==> config.mk <==
export PLATFORM = sky130hd
export DESIGN_NAME = floppy_write_decoder
export DESIGN_NICKNAME = d
export VERILOG_FILES = /design/src/rtl/floppy_write_decoder.sv
export SDC_FILE = /design/constraint.sdc
export NUM_CORES = 1
export LEC_CHECK = 0
export BUFFER_PORTS_ARGS = -buffer_cell sky130_fd_sc_hd__buf_2
export CORE_ASPECT_RATIO = 0.6
export CORE_MARGIN = 5
export CORE_UTILIZATION = 50
export DETAILED_ROUTE_END_ITERATION = 10
export MAX_ROUTING_LAYER = met4
export PLACE_DENSITY = 0.69
export SLEW_MARGIN = 40
export SYNTH_ARGS = -nofsm -noshare
export SYNTH_HDL_FRONTEND = slang
export SYNTH_SLANG_ARGS = --single-unit
export TNS_END_PERCENT = 20
==> constraint.sdc <==
create_clock -name clk -period 5.55 [get_ports clk]
set_input_delay 0.8325 -clock clk [delete_from_list [all_inputs] [get_ports clk]]
set_output_delay 0.8325 -clock clk [all_outputs]
set_load 0.01 [all_outputs]
==> src/rtl/floppy_write_decoder.sv <==
// floppy_write_decoder: turns the GCR nibble stream the IWM writes into Mac
// 6-and-2 sector data bytes for the floppy track buffer.
module floppy_write_decoder #(
   parameter int TAG_BYTES = 12
) (
   input  logic       clk,
   input  logic       rst,
   input  logic [7:0] nibble_in,
   input  logic       nibble_strobe,
   input  logic [3:0] spt,
   output logic [7:0] writeDataDecoded,
   output logic [8:0] writeAddr,
   output logic [3:0] writeSector,
   output logic       writeStrobe,
   output logic       sector_done,
   output logic       write_error
);

   typedef enum logic [2:0] {
      ST_HUNT  = 3'd0,
      ST_SECT  = 3'd1,
      ST_DATA  = 3'd2,
      ST_EMIT  = 3'd3,
      ST_CKSUM = 3'd4,
      ST_SLIP  = 3'd5
   } state_t;

   localparam logic [9:0] TAG_N       = 10'(TAG_BYTES);
   localparam logic [7:0] LAST_GROUP  = 8'd174;
   localparam logic [7:0] CKSUM_PHASE = 8'd175;

   // Apple 6-and-2 GCR: bit 6 of the result flags a legal nibble, bits 5:0 its value.
   function automatic logic [6:0] gcr_decode(input logic [7:0] nib);
      logic [6:0] r;
      case (nib)
         8'h96: r = 7'h40;  8'h97: r = 7'h41;  8'h9A: r = 7'h42;  8'h9B: r = 7'h43;
         8'h9D: r = 7'h44;  8'h9E: r = 7'h45;  8'h9F: r = 7'h46;  8'hA6: r = 7'h47;
         8'hA7: r = 7'h48;  8'hAB: r = 7'h49;  8'hAC: r = 7'h4A;  8'hAD: r = 7'h4B;
         8'hAE: r = 7'h4C;  8'hAF: r = 7'h4D;  8'hB2: r = 7'h4E;  8'hB3: r = 7'h4F;
         8'hB4: r = 7'h50;  8'hB5: r = 7'h51;  8'hB6: r = 7'h52;  8'hB7: r = 7'h53;
         8'hB9: r = 7'h54;  8'hBA: r = 7'h55;  8'hBB: r = 7'h56;  8'hBC: r = 7'h57;
         8'hBD: r = 7'h58;  8'hBE: r = 7'h59;  8'hBF: r = 7'h5A;  8'hCB: r = 7'h5B;
         8'hCD: r = 7'h5C;  8'hCE: r = 7'h5D;  8'hCF: r = 7'h5E;  8'hD3: r = 7'h5F;
         8'hD6: r = 7'h60;  8'hD7: r = 7'h61;  8'hD9: r = 7'h62;  8'hDA: r = 7'h63;
         8'hDB: r = 7'h64;  8'hDC: r = 7'h65;  8'hDD: r = 7'h66;  8'hDE: r = 7'h67;
         8'hDF: r = 7'h68;  8'hE5: r = 7'h69;  8'hE6: r = 7'h6A;  8'hE7: r = 7'h6B;
         8'hE9: r = 7'h6C;  8'hEA: r = 7'h6D;  8'hEB: r = 7'h6E;  8'hEC: r = 7'h6F;
         8'hED: r = 7'h70;  8'hEE: r = 7'h71;  8'hEF: r = 7'h72;  8'hF2: r = 7'h73;
         8'hF3: r = 7'h74;  8'hF4: r = 7'h75;  8'hF5: r = 7'h76;  8'hF6: r = 7'h77;
         8'hF7: r = 7'h78;  8'hF9: r = 7'h79;  8'hFA: r = 7'h7A;  8'hFB: r = 7'h7B;
         8'hFC: r = 7'h7C;  8'hFD: r = 7'h7D;  8'hFE: r = 7'h7E;  8'hFF: r = 7'h7F;
         default: r = 7'h00;
      endcase
      return r;
   endfunction

   state_t      state_r, state_next_s, phase_s;
   logic [15:0] shift_r;
   logic [1:0]  nib_idx_r;
   logic [7:0]  group_r;
   logic [5:0]  top_r;
   logic [7:0]  hold_a_r, hold_b_r;
   logic [8:0]  c1_r, c2_r, c3_r;
   logic [9:0]  n_r;
   logic        em_busy_r, em_phase_r, em_pend_r;
   logic [1:0]  em_idx_r, em_last_r;
   logic [7:0]  em_a_r, em_b_r, em_c_r;

   logic [6:0]  dec_s;
   logic        nib_ok_s;
   logic [5:0]  nib_val_s;
   logic        sync_s, group_end_s, cks_ok_s;
   logic        data_nib_s, cks_nib_s, slip_nib_s, launch_s;
   logic        set_err_s, prologue_s, sect_ok_s, done_s;
   logic [7:0]  v_s;
   logic [8:0]  c1_rot_s, c1_next_s, c2_next_s, c3_next_s;

   assign dec_s       = gcr_decode(nibble_in);
   assign nib_ok_s    = dec_s[6];
   assign nib_val_s   = dec_s[5:0];
   assign sync_s      = ({shift_r, nibble_in} == 24'hD5AAAD);
   assign group_end_s = (nib_idx_r == 2'd3) ||
                        ((nib_idx_r == 2'd2) && (group_r == LAST_GROUP));
   assign cks_ok_s    = (hold_a_r == c1_r[7:0]) && (hold_b_r == c2_r[7:0]) &&
                        ({top_r[1:0], nib_val_s} == c3_r[7:0]);

   // State register
   always_ff @(posedge clk) begin
      if (rst) begin
         state_r <= ST_HUNT;
      end else begin
         state_r <= state_next_s;
      end
   end

   // Next state and per-nibble control; EMIT forwards an early nibble to the state it returns to
   always_comb begin
      state_next_s = state_r;
      phase_s      = state_r;
      data_nib_s   = 1'b0;
      cks_nib_s    = 1'b0;
      slip_nib_s   = 1'b0;
      launch_s     = 1'b0;
      set_err_s    = 1'b0;
      prologue_s   = 1'b0;
      sect_ok_s    = 1'b0;
      done_s       = 1'b0;
      if (state_r == ST_EMIT) begin
         phase_s = (group_r == CKSUM_PHASE) ? ST_CKSUM : ST_DATA;
         if (!em_busy_r) begin
            state_next_s = phase_s;
         end else begin
            state_next_s = ST_EMIT;
         end
      end else begin
         phase_s = state_r;
      end
      if (nibble_strobe) begin
         case (phase_s)
            ST_HUNT: begin
               if (sync_s) begin
                  prologue_s   = 1'b1;
                  state_next_s = ST_SECT;
               end else begin
                  state_next_s = ST_HUNT;
               end
            end
            ST_SECT: begin
               if (nib_ok_s && ({2'b00, spt} > nib_val_s)) begin
                  sect_ok_s    = 1'b1;
                  state_next_s = ST_DATA;
               end else begin
                  set_err_s    = 1'b1;
                  state_next_s = ST_HUNT;
               end
            end
            ST_DATA: begin
               if (!nib_ok_s) begin
                  set_err_s    = 1'b1;
                  state_next_s = ST_HUNT;
               end else begin
                  data_nib_s = 1'b1;
                  if (group_end_s) begin
                     launch_s     = 1'b1;
                     state_next_s = ST_EMIT;
                  end else begin
                     state_next_s = ST_DATA;
                  end
               end
            end
            ST_CKSUM: begin
               if (!nib_ok_s) begin
                  set_err_s    = 1'b1;
                  state_next_s = ST_HUNT;
               end else begin
                  cks_nib_s = 1'b1;
                  if (nib_idx_r == 2'd3) begin
                     set_err_s    = !cks_ok_s;
                     state_next_s = ST_SLIP;
                  end else begin
                     state_next_s = ST_CKSUM;
                  end
               end
            end
            ST_SLIP: begin
               slip_nib_s = 1'b1;
               if (nib_idx_r == 2'd0) begin
                  set_err_s    = (nibble_in != 8'hDE);
                  state_next_s = ST_SLIP;
               end else begin
                  set_err_s    = (nibble_in != 8'hAA);
                  done_s       = 1'b1;
                  state_next_s = ST_HUNT;
               end
            end
            default: begin
               state_next_s = ST_HUNT;
            end
         endcase
      end else begin
         data_nib_s = 1'b0;
      end
   end

   // Nibble capture: sync shift register, group assembly and sector latch
   always_ff @(posedge clk) begin
      if (rst) begin
         shift_r     <= 16'h0000;
         nib_idx_r   <= 2'd0;
         group_r     <= 8'd0;
         top_r       <= 6'd0;
         hold_a_r    <= 8'h00;
         hold_b_r    <= 8'h00;
         writeSector <= 4'd0;
      end else begin
         if (nibble_strobe) begin
            shift_r <= {shift_r[7:0], nibble_in};
         end
         if (prologue_s || sect_ok_s || done_s) begin
            nib_idx_r <= 2'd0;
            group_r   <= 8'd0;
         end else if (data_nib_s || cks_nib_s || slip_nib_s) begin
            nib_idx_r <= launch_s ? 2'd0 : nib_idx_r + 2'd1;
            if (launch_s) begin
               group_r <= group_r + 8'd1;
            end
            case (nib_idx_r)
               2'd0:    top_r    <= nib_val_s;
               2'd1:    hold_a_r <= {top_r[5:4], nib_val_s};
               2'd2:    hold_b_r <= {top_r[3:2], nib_val_s};
               default: top_r    <= top_r;
            endcase
         end
         if (sect_ok_s) begin
            writeSector <= nib_val_s[3:0];
         end
      end
   end

   // Byte descramble and next checksum values for the byte being emitted
   always_comb begin
      c1_rot_s  = {c1_r[7], c1_r[6:0], c1_r[7]};
      c1_next_s = c1_r;
      c2_next_s = c2_r;
      c3_next_s = c3_r;
      v_s       = 8'h00;
      case (em_idx_r)
         2'd0: begin
            v_s       = em_a_r ^ c1_rot_s[7:0];
            c1_next_s = {1'b0, c1_rot_s[7:0]};
            c3_next_s = c3_r + {1'b0, v_s} + {8'h00, c1_rot_s[8]};
         end
         2'd1: begin
            v_s       = em_b_r ^ c3_r[7:0];
            c2_next_s = c2_r + {1'b0, v_s} + {8'h00, c3_r[8]};
            c3_next_s = {1'b0, c3_r[7:0]};
         end
         2'd2: begin
            v_s       = em_c_r ^ c2_r[7:0];
            c1_next_s = c1_r + {1'b0, v_s} + {8'h00, c2_r[8]};
            c2_next_s = {1'b0, c2_r[7:0]};
         end
         default: begin
            v_s = 8'h00;
         end
      endcase
   end

   // Emitter: first clock of a byte presents data/addr, second clock toggles the strobe
   always_ff @(posedge clk) begin
      if (rst) begin
         em_busy_r        <= 1'b0;
         em_phase_r       <= 1'b0;
         em_pend_r        <= 1'b0;
         em_idx_r         <= 2'd0;
         em_last_r        <= 2'd0;
         em_a_r           <= 8'h00;
         em_b_r           <= 8'h00;
         em_c_r           <= 8'h00;
         writeDataDecoded <= 8'h00;
         writeAddr        <= 9'd0;
         writeStrobe      <= 1'b0;
      end else if (launch_s) begin
         em_busy_r  <= 1'b1;
         em_phase_r <= 1'b0;
         em_pend_r  <= 1'b0;
         em_idx_r   <= 2'd0;
         em_last_r  <= (group_r == LAST_GROUP) ? 2'd1 : 2'd2;
         em_a_r     <= hold_a_r;
         em_b_r     <= (group_r == LAST_GROUP) ? {top_r[3:2], nib_val_s} : hold_b_r;
         em_c_r     <= {top_r[1:0], nib_val_s};
      end else if (em_busy_r) begin
         em_phase_r <= ~em_phase_r;
         if (!em_phase_r) begin
            em_pend_r <= (n_r >= TAG_N);
            if (n_r >= TAG_N) begin
               writeDataDecoded <= v_s;
               writeAddr        <= n_r[8:0] - TAG_N[8:0];
            end
         end else begin
            if (em_pend_r) begin
               writeStrobe <= ~writeStrobe;
            end
            if (em_idx_r == em_last_r) begin
               em_busy_r <= 1'b0;
            end else begin
               em_idx_r <= em_idx_r + 2'd1;
            end
         end
      end
   end

   // Running checksums and decoded-byte counter
   always_ff @(posedge clk) begin
      if (rst || prologue_s) begin
         c1_r <= 9'd0;
         c2_r <= 9'd0;
         c3_r <= 9'd0;
         n_r  <= 10'd0;
      end else if (em_busy_r && !em_phase_r && !launch_s) begin
         c1_r <= c1_next_s;
         c2_r <= c2_next_s;
         c3_r <= c3_next_s;
         n_r  <= n_r + 10'd1;
      end
   end

   // Field status: sector_done pulse and sticky error cleared by the next prologue
   always_ff @(posedge clk) begin
      if (rst) begin
         sector_done <= 1'b0;
         write_error <= 1'b0;
      end else begin
         sector_done <= done_s;
         if (prologue_s) begin
            write_error <= 1'b0;
         end else if (set_err_s) begin
            write_error <= 1'b1;
         end
      end
   end

endmodule

# Word-level counts from Yosys, hierarchy flattened
# Memories as Yosys holds them, arrays and structs flattened.
# Cells that the tools add are included.
[totals] memories=1 romBits=1792 reg_bits=143 word_cells=159
[mem_list] name="(no name shown)" words=256 width=7 read_ports=1 rd_clocked_by_memory_dff=0 wr=0 line_no="35" text="case (nib)"
[op_classes] mux=51 n_reduce_logical=38 addsub=11 bitwise=10 eq_ne=19 magnitude_cmp=2
[ops] cell="$pmux 9 s2" n=3
[ops] cell="$mux 1" n=33
[ops] cell="$add 9x1->9" n=3
[ops] cell="$add 9x8->9" n=3
[ops] cell="$eq 24x24->1 const B" n=1
[ops] cell="$eq 8x8->1" n=3
[ops] cell="$pmux 8 s3" n=1
[ops] cell="$xor 8x8->8" n=3
[ops] cell="$mux 3" n=7
[ops] cell="$reduce_and 3->1" n=6
[ops] cell="$eq 8x8->1 const B" n=2
[ops] cell="$ne 8x8->1 const B" n=2
[ops] cell="$pmux 3 s5" n=1
[ops] cell="$add 10x1->10 const B" n=1
[ops] cell="$ge 10x4->1 const B" n=1
[ops] cell="$reduce_and 2->1" n=5
[ops] cell="$sub 9x4->9 const B" n=1
[ops] cell="$add 8x1->8 const B" n=1
[ops] cell="$mux 2" n=4
[ops] cell="$mux 8" n=1
[ops] cell="$reduce_and 4->1" n=2
[ops] cell="$reduce_bool 2->1" n=4
[ops] cell="$not 1->1" n=7
[ops] cell="$eq 2x2->1 const B" n=3
[ops] cell="other kinds (14)" n=33

# Depth between registers and ports, before layout
# Gate-level depths: netlist (run 1).
[depth] ltp_word=10 depth_mapped=18 depth_no_buf=16

# Least setup slack after synthesis (run 1)
# OpenSTA, ideal clock, no wires.
[synth_path] path_kind="input -> register" from="input nibble_in[1]" to="register group_r[0]" arrival_time_ps=3968 path_stages=17 slack_ps=1463 required_ps=5431 setup_time_ps=119 n_path_buf=2 path_cell_list="clkbuf_1 > inv_1 > ha_1 > or2_0 > buf_2 > a21oi_1 > o21ai_0 > a211oi_2 > inv_1 > ha_1 > nand2_1 > o21a_1 > a2111o_1 > nor4_2 > nand3_2 > nand3_2 > nor2_1"
[synth_between] elab_chain_len=9 elab_cells_between_ends=24
[synth_rtl] item="start: declaration" line_no="8" text="input logic [7:0] nibble_in,"
[synth_rtl] item="$mem_v2 256x7"
[synth_rtl] item="$gt 4x6->1" line_no="129" text="if (nib_ok_s && ({2'b00, spt} > nib_val_s)) begin"
[synth_rtl] item="$logic_and 1x1->1" line_no="129"
[synth_rtl] item="$mux 1" line_no="129"
[synth_rtl] item="$mux 1" line_no="119" text="case (phase_s)"
[synth_rtl] item="$mux 1" line_no="118" text="if (nibble_strobe) begin"
[synth_rtl] item="$logic_or 1x1->1 (2 in a row)" line_no="199" text="if (prologue_s || sect_ok_s || done_s) begin"
[synth_rtl] item="$reduce_or 2->1 (no source line)"
[synth_rtl] item="end signal: assignment" line_no="205" text="group_r <= group_r + 8'd1;"
[synth_rtl] item="end: declaration" line_no="60" text="logic [7:0] group_r;"
# Parallel ways exist; a longest one is shown, timed or not.
# A chain may end at the register's enable or synchronous reset.

# Worst setup path after layout (run 1)
[layout_path] from="input nibble_in[1]" to="register nib_idx_r[1]"
[layout_between] elab_chain_len=9 elab_cells_between_ends=24
[layout_rtl] item="$mem_v2 256x7"
[layout_rtl] item="$gt 4x6->1" line_no="129"
[layout_rtl] item="$logic_and 1x1->1" line_no="129"
[layout_rtl] item="$mux 1" line_no="129"
[layout_rtl] item="$mux 1" line_no="119"
[layout_rtl] item="$mux 1" line_no="118"
[layout_rtl] item="$logic_or 1x1->1 (2 in a row)" line_no="199"
[layout_rtl] item="$reduce_or 2->1 (no source line)"
[layout_rtl] item="end signal: assignment" line_no="203" text="nib_idx_r <= launch_s ? 2'd0 : nib_idx_r + 2'd1;"
[layout_rtl] item="end: declaration" line_no="59" text="logic [1:0] nib_idx_r;"
# Parallel ways exist; a longest one is shown, timed or not.

==> results.cfg, run 1 <==
[run_status]
outcome = complete, no violations

[layout]
syn_to_final_growth_pct = 9.757
design.final.nets = 1088
layout_cell_share_with_drive_strength_beyond_1_pct = 9.556
layout.filler_cells = 1585
antenna_cells_inserted = 0
multiInputGateArea_um2 = 5226
final-seq-area_um2 = 2843
layoutNonFillerInstCount = 1270

[setup_path]
cp_max_fo = 14
type_of_the_setup_path_with_the_least_slack = in -> reg
timing.critical_path.from_type = primary input
cp.required_ns = 5.86
data_arrival_time_at_the_worst_slack_endpoint_ns = 4.46
nature_of_the_critical_path_endpoint = flop

[die]
die-height_um = 111.1
floorplan.rows = 37
ports = 39
floorplan.die_area_um2 = 19820
fp.coreArea_um2 = 16940
die_w_um = 178.5
initial_core_util_pct = 50.25

[clock_network]
worst_setup_hold_path_clk_slew_ns = 0.06
cts.root.buffer_cell = clkbuf_16
post_cts_hold_buffer_count = 0
insertion_delay_ns = 0.43
h_tree_lvls = 4
clock_buffer_count_from_cts = 17
cts.repair_timing.setup_buffer_count = 0
numClockSinks = 142
clock_tree.buffer_depth = 2
cts_resized = 0
tritoncts = built

[synthesis]
synth_cells = 1026
yosysMostFrequentCell = dfxtp_1
netlist_area_before_placement_um2 = 8514
synth_top_cells_by_count = dfxtp_1, nor2_1, a21oi_1, nand2_1, mux2i_1
synthesis.yosys.warnings = 0
ys_seq_elements = 142
postSynth.topFlopCell = dfxtp_1
synthesis.area_per_instance_um2 = 8.299
yosysSeqAreaShare_pct = 33.39
synthDominantCellAreaShare_pct = 33.39
synth_top_area_cell = dfxtp_1
synthesis.nets = 1091
synth_cell_types = 76
synth_area_leaders = dfxtp_1, ha_1, mux2i_1
edff_count_synth = 0
synthArstFlopShare_pct = 0

[timing]
relSlewSlack_pct = 46.99
report.final.setup_viol = 0
final.hold.worst_slack_ns = 0.4643
unrepaired_setup_endpoints_after_global_routing = no
final.period_utilization_pct = 74.79
max_freq_mhz = 240.9
slew_viol_final = 0
tightestPinTransition_ns = 0.7927
final-hold-violation-count = 0
clock_skew_after_layout_ns = 0.01234
final_period_minus_worst_setup_slack_ns = 4.151
setup_tns_ns = 0

[place]
globalplace.congestion = 1.012
place.detailed.hpwl_um = 16770
placed_cells = 1238
port_buffers = 38

[global_routing]
first_pass_grt_wire_length_um = 36870
all_layer_gr_usage_pct = 24.22
globalRouteOverflowTotal = 0
largest_net_degree_at_the_start_of_global_routing = 93
via_count_of_the_first_global_routing_pass = 6650
initial_antenna_violation_count = 1

[drt]
via_per_inst = 5.831
residual_antenna_violating_net_count_after_detailed_routing = 0
average_wire_length_per_cell_after_detail_routing_um = 18.31
vias = 7406
drt_pass1_iterations = 6
final_routed_wirelength_across_all_metal_layers_um = 23250
detail_route.iter0.violations = 964
detail_route.drc_violations = 0

[power_and_ir_drop]
worst_vdd_ir_mv = 0.1832
pwr_density_cell_nw_per_um2 = 248.5
cellLeakagePower_uw = 0.003762

[job]
max_cap_violations = 0

[hold_path]
worstHoldPathType = reg -> reg
## cell usage in the layout (no fill, tap or decap), types with 6 or more instances in the layout
cell type / n
o211ai_1: 6
clkbuf_16: 17
and2_1: 7
o21ai_0: 28
a222oi_1: 7
nand2_1: 79
nand3_1: 21
xnor2_1: 41
buf_4: 9
inv_1: 38
nor2_1: 129
buf_2: 38
a21oi_1: 86
dfxtp_1: 142
a21o_1: 8
nor3_1: 28
ha_1: 45
mux2i_1: 54
nand4_1: 12
or3_1: 7
a211oi_1: 35
nor2b_1: 16
xor2_1: 47
nand2b_1: 16
o21bai_1: 6
## report_power, final
| part | switching, uW | internal [uW] | total, uW | leakage [uW] |
|---|---|---|---|---|
| Clock | 488 | 639 | 1130 | 0.000281 |
| Combinational | 108 | 53.4 | 162 | 0.00234 |
| Sequential | 7.22 | 1030 | 1030 | 0.00115 |
## final cells by class
cell class / count / area share [%]
Inverter: 38 / 1.526
Multi-Input combinational cell: 776 / 55.92
Tap cell: 234 / 3.133
Sequential cell: 142 / 30.42
Timing Repair Buffer: 48 / 2.879
Clock buffer: 19 / 4.740
Clock inverter: 13 / 1.379
## critical path, stage by stage
cell and delay [ns]:
buf_2 0.24, inv_1 0.16, ha_1 0.27, or2_0 0.31, and3_1 0.22, o22ai_1 0.14
o2bb2ai_1 0.13, a21o_1 0.19, inv_1 0.13, ha_1 0.31, nand2_1 0.07, o21a_1 0.17
a2111o_1 0.37, nor4_2 0.26, nand3_2 0.27, nand3_2 0.32, a21oi_1 0.07
## logic make-up (layout without fill, tap and decap cells)
logic type | Yosys count | in the layout | synth area share, %
AOI/OAI and AO/OA | 226 | 226 | 17.60
xor gates and xnor gates | 88 | 88 | 9.052
buffers and inverters | 108 | 118 | 5.305
muxes | 59 | 59 | 7.010
and+or+nand+nor | 353 | 353 | 19.85
DFF | 142 | 142 | 33.39
adders and majority gates | 50 | 50 | 7.788
## stage by stage
stage	setup slack (ns)	total power [uW]	cell area (um2)	utilization [%]
final	1.399	2322	9345	55.15
after floorplan	1.463	1173	8514	-
after detailed placement	1.027	1212	8767	51.74
after global placement	1.182	1211	8763	51.72
after global routing	1.141	2399	9345	55.15
after CTS	1.463	2328	9339	55.12
## registers in the layout, indices dropped and copies added, names as in the netlist, 2 cells and up
name,cells
hold_b_r,8
em_idx_r,2
group_r,8
em_b_r,8
writeAddr,9
c1_r,8
top_r,6
hold_a_r,8
shift_r,16
writeDataDecoded,8
n_r,10
writeSector,4
em_a_r,8
c3_r,9
em_c_r,8
nib_idx_r,2
state_r,3
c2_r,9
em_last_r,2
## path summary, 6_finish.rpt
path / startpoint / endpoint / slack, ns / cells past startpoint
max: nibble_in[1] / nib_idx_r[1]$_SDFFE_PP0P_ / 1.40 / 17
min: em_b_r[3]$_SDFFE_PP0P_ / em_b_r[3]$_SDFFE_PP0P_ / 0.46 / 2
max reg2reg: c2_r[0]$_SDFFE_PP0P_ / c1_r[6]$_SDFFE_PP0P_ / 2.69 / 12
min reg2reg: em_b_r[3]$_SDFFE_PP0P_ / em_b_r[3]$_SDFFE_PP0P_ / 0.46 / 2
## routing by layer
metal  global-route usage (%)  part of all wire [%]  vias up
met1                    39.81                    52     3474
met4                    6.132                  0.98        0
met5                        -                     0        -
li1                         -                     -     3590
met3                    6.408                    10       25
met2                    27.70                    36      317
No activity file was read; power rests on OpenSTA's default activity.
==> run 2, diff against run 1 <==
--- a/config.mk
+++ b/config.mk
@@ -11,7 +11,7 @@
 export CORE_UTILIZATION = 50
 export DETAILED_ROUTE_END_ITERATION = 10
 export MAX_ROUTING_LAYER = met4
-export PLACE_DENSITY = 0.69
+export PLACE_DENSITY = 0.72
 export SLEW_MARGIN = 40
 export SYNTH_ARGS = -nofsm -noshare
 export SYNTH_HDL_FRONTEND = slang
==> constraint.sdc (replaced) <==
create_clock -name clk -period 3.5 [get_ports clk]
set_input_delay 0.525 -clock clk [delete_from_list [all_inputs] [get_ports clk]]
set_output_delay 0.525 -clock clk [all_outputs]
set_load 0.01 [all_outputs]
==> run 2 against run 1 <==
First-iteration DRC count shrank 13%. Worst setup slack worse by 1.2 ns. Clock skew down 0.0027 ns. Sequential share of layout area shrank 1.9 points. Clock power is 60% higher. Hold slack better by 0.0017 ns. Cell count up 5.7%. Register-to-register slack lost 2.3 ns. Total power is 62% higher. Critical path type unchanged. Highest routed layer unchanged. Sequential power is 59% higher. Die area stayed put. Non-clock buffer count increased by 71.
==> results.cfg, run 2 (synthesized netlist as in run 1, its figures left out) <==
[drt]
vias = 7716
drt_pass1_iterations = 5
final_routed_wirelength_across_all_metal_layers_um = 24150
via_per_inst = 5.750
detail_route.drc_violations = 0
average_wire_length_per_cell_after_detail_routing_um = 18.00
detail_route.iter0.violations = 839
residual_antenna_violating_net_count_after_detailed_routing = 0

[die]
floorplan.die_area_um2 = 19820
initial_core_util_pct = 50.25
die_w_um = 178.5
die-height_um = 111.1
fp.coreArea_um2 = 16940
ports = 39
floorplan.rows = 37

[layout]
syn_to_final_growth_pct = 17.09
top_register_by_number_of_flip_flops = shift_r
design.final.nets = 1160
layout.cells.most_common = dfxtp_1
antenna_cells_inserted = 0
layout_top_registers = shift_r (16), n_r (10)
largest_register_ff_count = 16
layout.filler_cells = 1494
mostFrequentLayoutCells = dfxtp_1, nor2_1, a21oi_1
layout_cell_share_with_drive_strength_beyond_1_pct = 16.25

[timing]
relSlewSlack_pct = 46.30
slew_viol_final = 0
final_period_minus_worst_setup_slack_ns = 3.343
clock_skew_after_layout_ns = 0.009664
report.final.setup_viol = 0
final.period_utilization_pct = 95.50
final-hold-violation-count = 0
tightestPinTransition_ns = 0.8055
final.hold.worst_slack_ns = 0.4659
max_freq_mhz = 299.2
setup_tns_ns = 0

[setup_path]
nature_of_the_critical_path_endpoint = flop
critical_path_cell_with_the_highest_stage_delay = a2111o_1
type_of_the_setup_path_with_the_least_slack = in -> reg
critical_path.cell_chain = buf_2 -> inv_1 -> ha_2 -> mux2_2 -> mux2i_1 -> a311oi_1 -> a31oi_1 -> o21ai_2 -> ha_1 -> nand2_1 -> nor2_1 -> a2111o_1 -> nor4_4 -> nand3_2 -> buf_4 -> mux2i_1 -> nor2_1
max_stage_delay_ns = 0.40
cp.required_ns = 3.79
data_arrival_time_at_the_worst_slack_endpoint_ns = 3.64
cp_max_fo = 7
timing.critical_path.from_type = primary input

[hold_path]
worstHoldPathType = reg -> reg

[clock_network]
worst_setup_hold_path_clk_slew_ns = 0.06
numClockSinks = 142
insertion_delay_ns = 0.43
cts.root.buffer_cell = clkbuf_16
clock_tree.buffer_depth = 2
h_tree_lvls = 4
clock_buffer_count_from_cts = 17
tritoncts = built

[global_routing]
all_layer_gr_usage_pct = 25.48
first_pass_grt_wire_length_um = 38880
via_count_of_the_first_global_routing_pass = 7144
initial_antenna_violation_count = 0
largest_net_degree_at_the_start_of_global_routing = 36
globalRouteOverflowTotal = 0

[place]
globalplace.congestion = 1.010
place.detailed.hpwl_um = 18140
port_buffers = 38

[power_and_ir_drop]
cellLeakagePower_uw = 0.004139
worst_vdd_ir_mv = 0.3335
pwr_density_cell_nw_per_um2 = 378.2

[job]
max_cap_violations = 0

[run_status]
outcome = complete, no violations
## run 2: repair_timing
item	in CTS	in global routing
setup endpoints to repair	0	14
resized for setup	0	5
hold buffers	0	0
setup buffers	0	2
## run 2: worst max-delay path, delay by kind of cell
family | cells | cell delay, ns
AND/OR/NAND/NOR | 5 | 0.57
AO/OA/AOI/OAI | 4 | 1.08
buffers and inverters | 3 | 0.46
multiplexers | 3 | 0.43
adder cells (fa/ha/maj) | 2 | 0.55
## run 2: path summary, 6_finish.rpt
kind / startpoint / to / slack, ns / cells past startpoint
min reg2reg: em_b_r[3]$_SDFFE_PP0P_ / em_b_r[3]$_SDFFE_PP0P_ / 0.47 / 2
max reg2reg: c1_r[0]$_SDFFE_PP0P_ / c3_r[8]$_SDFFE_PP0P_ / 0.43 / 11
min: em_b_r[3]$_SDFFE_PP0P_ / em_b_r[3]$_SDFFE_PP0P_ / 0.47 / 2
max: nibble_in[0] / writeSector[1]$_SDFFE_PP0P_ / 0.16 / 17
## run 2: final cells by class
| type | count | area (um2) | area share, % |
|---|---|---|---|
| multi-input cells | 777 | 5286 | 53.02 |
| flip-flops and latches | 142 | 2843 | 28.51 |
| repair buffers | 119 | 823.3 | 8.258 |
| clock buffers | 17 | 425.4 | 4.267 |
| well taps | 234 | 292.8 | 2.937 |
| clock inverters | 15 | 151.4 | 1.519 |
| inverters | 38 | 147.6 | 1.481 |
## run 2: routing by layer
layer	global-route usage [%]	vias up	wire, um	share of wire [%]
met3	9.202	36	2668	11
met4	6.234	0	369	1.5
li1	-	3745	-	-
met1	39.63	3605	12350	51
met2	30.12	330	8764	36
met5	-	-	0	0
## run 2: through the flow
stage / setup WS, ns / utilization (%) / std cells / cell area [um2] / power [uW]
2_1_floorplan: -0.02288 / - / 1026 / 8576 / 1868
3_3_place_gp: -0.2127 / 55.15 / 1307 / 9344 / 1983
3_5_place_dp: -0.3688 / 55.15 / 1307 / 9344 / 1984
4_1_cts: 0.07991 / 58.55 / 1339 / 9921 / 3772
5_1_grt: -0.006663 / 58.84 / 1342 / 9970 / 3907
6_report: 0.1574 / 58.84 / 1342 / 9970 / 3770
## run 2: where the power goes
group          total (uW)  switching, uW  internal (uW)
clock                1810            802           1010
combinational         324            193            131
sequential           1640           11.0           1630
total                3770           1010           2760
==> run 3, diff against run 2 <==
--- a/config.mk
+++ b/config.mk
@@ -7,11 +7,11 @@
 export LEC_CHECK = 0
 export BUFFER_PORTS_ARGS = -buffer_cell sky130_fd_sc_hd__buf_2
 export CORE_ASPECT_RATIO = 0.6
-export CORE_MARGIN = 5
+export CORE_MARGIN = 1
 export CORE_UTILIZATION = 50
 export DETAILED_ROUTE_END_ITERATION = 10
 export MAX_ROUTING_LAYER = met4
-export PLACE_DENSITY = 0.72
+export PLACE_DENSITY = 0.67
 export SLEW_MARGIN = 40
 export SYNTH_ARGS = -nofsm -noshare
 export SYNTH_HDL_FRONTEND = slang
==> run 3 against run 2 <==
Maximum frequency increased by 0.42%. Sequential power hardly changed. Die area down 11%. Via count is 0.74% lower. Non-clock buffer count down 6. Combinational power rose by 2%. Wire length increased by 1.3%. Global-route usage grew 4.6 points. Sequential cell count stayed put. Register-to-register slack improved by 0.17 ns. Critical path depth is 1 higher. Hold slack got worse by 0.0035 ns. Critical path type unchanged.
==> results.cfg, run 3 (synthesized netlist as in run 1, its figures left out) <==
[run_status]
outcome = complete, no violations

[setup_path]
cp.required_ns = 3.78
nature_of_the_critical_path_endpoint = flop
max_stage_delay_ns = 0.35
r2r-start = c1_r[0]$_SDFFE_PP0P_
timing.critical_path.from_type = primary input
timing.reg2reg.setup_slack_ns = 0.60
endpoint = writeSector[2]$_SDFFE_PP0P_
cp_max_fo = 4
cp_top_family = simple AND/OR/NAND/NOR gates
worstSetupStartpoint = nibble_in[0]
cp.buffers_inverters = 4
data_arrival_time_at_the_worst_slack_endpoint_ns = 3.61
critical_path.cell_chain = buf_2 -> inv_1 -> ha_4 -> or2_0 -> and3_1 -> o22ai_1 -> o2bb2ai_1 -> a21o_1 -> inv_2 -> ha_1 -> nand2_1 -> o21a_1 -> a2111o_1 -> nor4_4 -> nand3_2 -> buf_4 -> mux2i_1 -> nor2_1
critical_path_cell_with_the_highest_stage_delay = a2111o_1
rr_worst_depth = 11
type_of_the_setup_path_with_the_least_slack = in -> reg
worst_r2r_endpoint = c3_r[8]$_SDFFE_PP0P_
worst-path-stages = 18

[timing]
report.final.setup_viol = 0
relSlewSlack_pct = 47.74
tightestPinTransition_ns = 0.7839
max_freq_mhz = 300.4
clock_skew_after_layout_ns = 0.007099
final.period_utilization_pct = 95.10
final-hold-violation-count = 0
final_period_minus_worst_setup_slack_ns = 3.329
slew_viol_final = 0

[global_routing]
initial_antenna_violation_count = 0
globalRouteOverflowTotal = 0
via_count_of_the_first_global_routing_pass = 6949
first_pass_grt_wire_length_um = 38700
largest_net_degree_at_the_start_of_global_routing = 93
all_layer_gr_usage_pct = 30.07

[power_and_ir_drop]
cellLeakagePower_uw = 0.004122
worst_vdd_ir_mv = 0.3419
pwr_density_cell_nw_per_um2 = 386.7

[drt]
detail_route.iter0.violations = 880
vias = 7659
detail_route.drc_violations = 0
drt_pass1_iterations = 5
final_routed_wirelength_across_all_metal_layers_um = 24450
residual_antenna_violating_net_count_after_detailed_routing = 0
average_wire_length_per_cell_after_detail_routing_um = 18.39
via_per_inst = 5.759

[clock_network]
post_cts_hold_buffer_count = 0
insertion_delay_ns = 0.42
cts.root.buffer_cell = clkbuf_16
h_tree_lvls = 4
numClockSinks = 142
clock_tree.buffer_depth = 2
tritoncts = built
clock_buffer_count_from_cts = 17
worst_setup_hold_path_clk_slew_ns = 0.06

[layout]
design.final.nets = 1154
layout_top_registers = shift_r (16), n_r (10)
fin_util_pct = 60.72
mostFrequentLayoutCells = dfxtp_1, nor2_1, a21oi_1
layout_cell_share_with_drive_strength_beyond_1_pct = 15.88
syn_to_final_growth_pct = 17.24
largest_register_ff_count = 16
layout.cells.most_common = dfxtp_1
layoutNonFillerInstCount = 1330
antenna_cells_inserted = 0
top_register_by_number_of_flip_flops = shift_r

[die]
floorplan.die_area_um2 = 17570
initial_core_util_pct = 51.79
floorplan.rows = 36
die_w_um = 170.5
fp.coreArea_um2 = 16440
die-height_um = 103.1
ports = 39

[hold_path]
worstHoldPathType = in -> reg

[place]
placed_cells = 1295
port_buffers = 38
globalplace.congestion = 0.9627
place.detailed.hpwl_um = 18230

[job]
max_cap_violations = 0
[run 3: cell count changes in the layout (fill, tap and decap cells not counted), moves of 2 or more]
| cell | change |
|---|---|
| buf_4 | -9 |
| inv_8 | -3 |
| buf_12 | +2 |
| bufinv_16 | +2 |
| clkinvlp_4 | +2 |
| inv_6 | -2 |
[run 3: layer usage]
metal / vias up / wire length, um / track usage [%]
li1: 3736 / - / -
met1: 3642 / 12930 / 45.21
met2: 262 / 8900 / 37.74
met3: 19 / 2409 / 9.021
met4: 0 / 208 / 6.653
met5: - / 0 / -
[run 3: per-stage QoR]
| stage | worst slack [ns] | hold slack (ns) | area [um2] | total power [uW] | setup TNS [ns] |
|---|---|---|---|---|---|
| 3_5_place_dp | -0.4284 | 0.4585 | 9320 | 1991 | -5.815 |
| 3_3_place_gp | -0.3670 | 0.4492 | 9316 | 1989 | -4.838 |
| 2_1_floorplan | -0.02288 | 0.4434 | 8576 | 1868 | -0.1562 |
| 4_1_cts | 0.02508 | 0.4457 | 9930 | 3867 | 0 |
| 6_report | 0.1714 | 0.4625 | 9982 | 3860 | 0 |
| 5_1_grt | -0.01999 | 0.4592 | 9982 | 3979 | -0.02198 |
[run 3: worst min-delay path by stage]
stage,start,to,slack [ns],cells past startpoint
5_1_grt,nibble_in[6],shift_r[6]$_SDFFE_PP0P_,0.46,3
3_3_place_gp,writeAddr[0]$_SDFFE_PP0P_,writeAddr[0]$_SDFFE_PP0P_,0.45,2
6_report,nibble_in[6],shift_r[6]$_SDFFE_PP0P_,0.46,3
4_1_cts,nibble_in[6],shift_r[6]$_SDFFE_PP0P_,0.45,3
2_1_floorplan,em_b_r[3]$_SDFFE_PP0P_,em_b_r[3]$_SDFFE_PP0P_,0.44,2
3_5_place_dp,em_c_r[6]$_SDFFE_PP0P_,em_c_r[6]$_SDFFE_PP0P_,0.46,2
[run 3: power breakdown]
group / internal, uW / switching, uW / leakage [uW] / total [uW]
clock: 1130 / 759 / 0.000291 / 1890
sequential: 1630 / 11.0 / 0.00115 / 1640
combinational: 135 / 197 / 0.00268 / 331
total: 2890 / 966 / 0.00412 / 3860
[run 3: tightest hold or removal path: stages]
cell and delay [ns]:
buf_2 0.16, mux2i_1 0.09, nor2_1 0.07
[run 3: timing repair]
item                                    CTS  global route
gates resized for setup                   0             6
hold endpoints to repair                  0             0
endpoints found under the setup margin    0            14
setup buffers                             0             2
[run 3: area by class of cell]
type	count	area, um2
Clock buffer	17	425.4
Clock inverter	15	183.9
Fill cell	1466	6459
Inverter	38	147.6
Multi-Input combinational cell	777	5290
Sequential cell	142	2843
Tap cell	228	285.3
Timing Repair Buffer	113	807.0
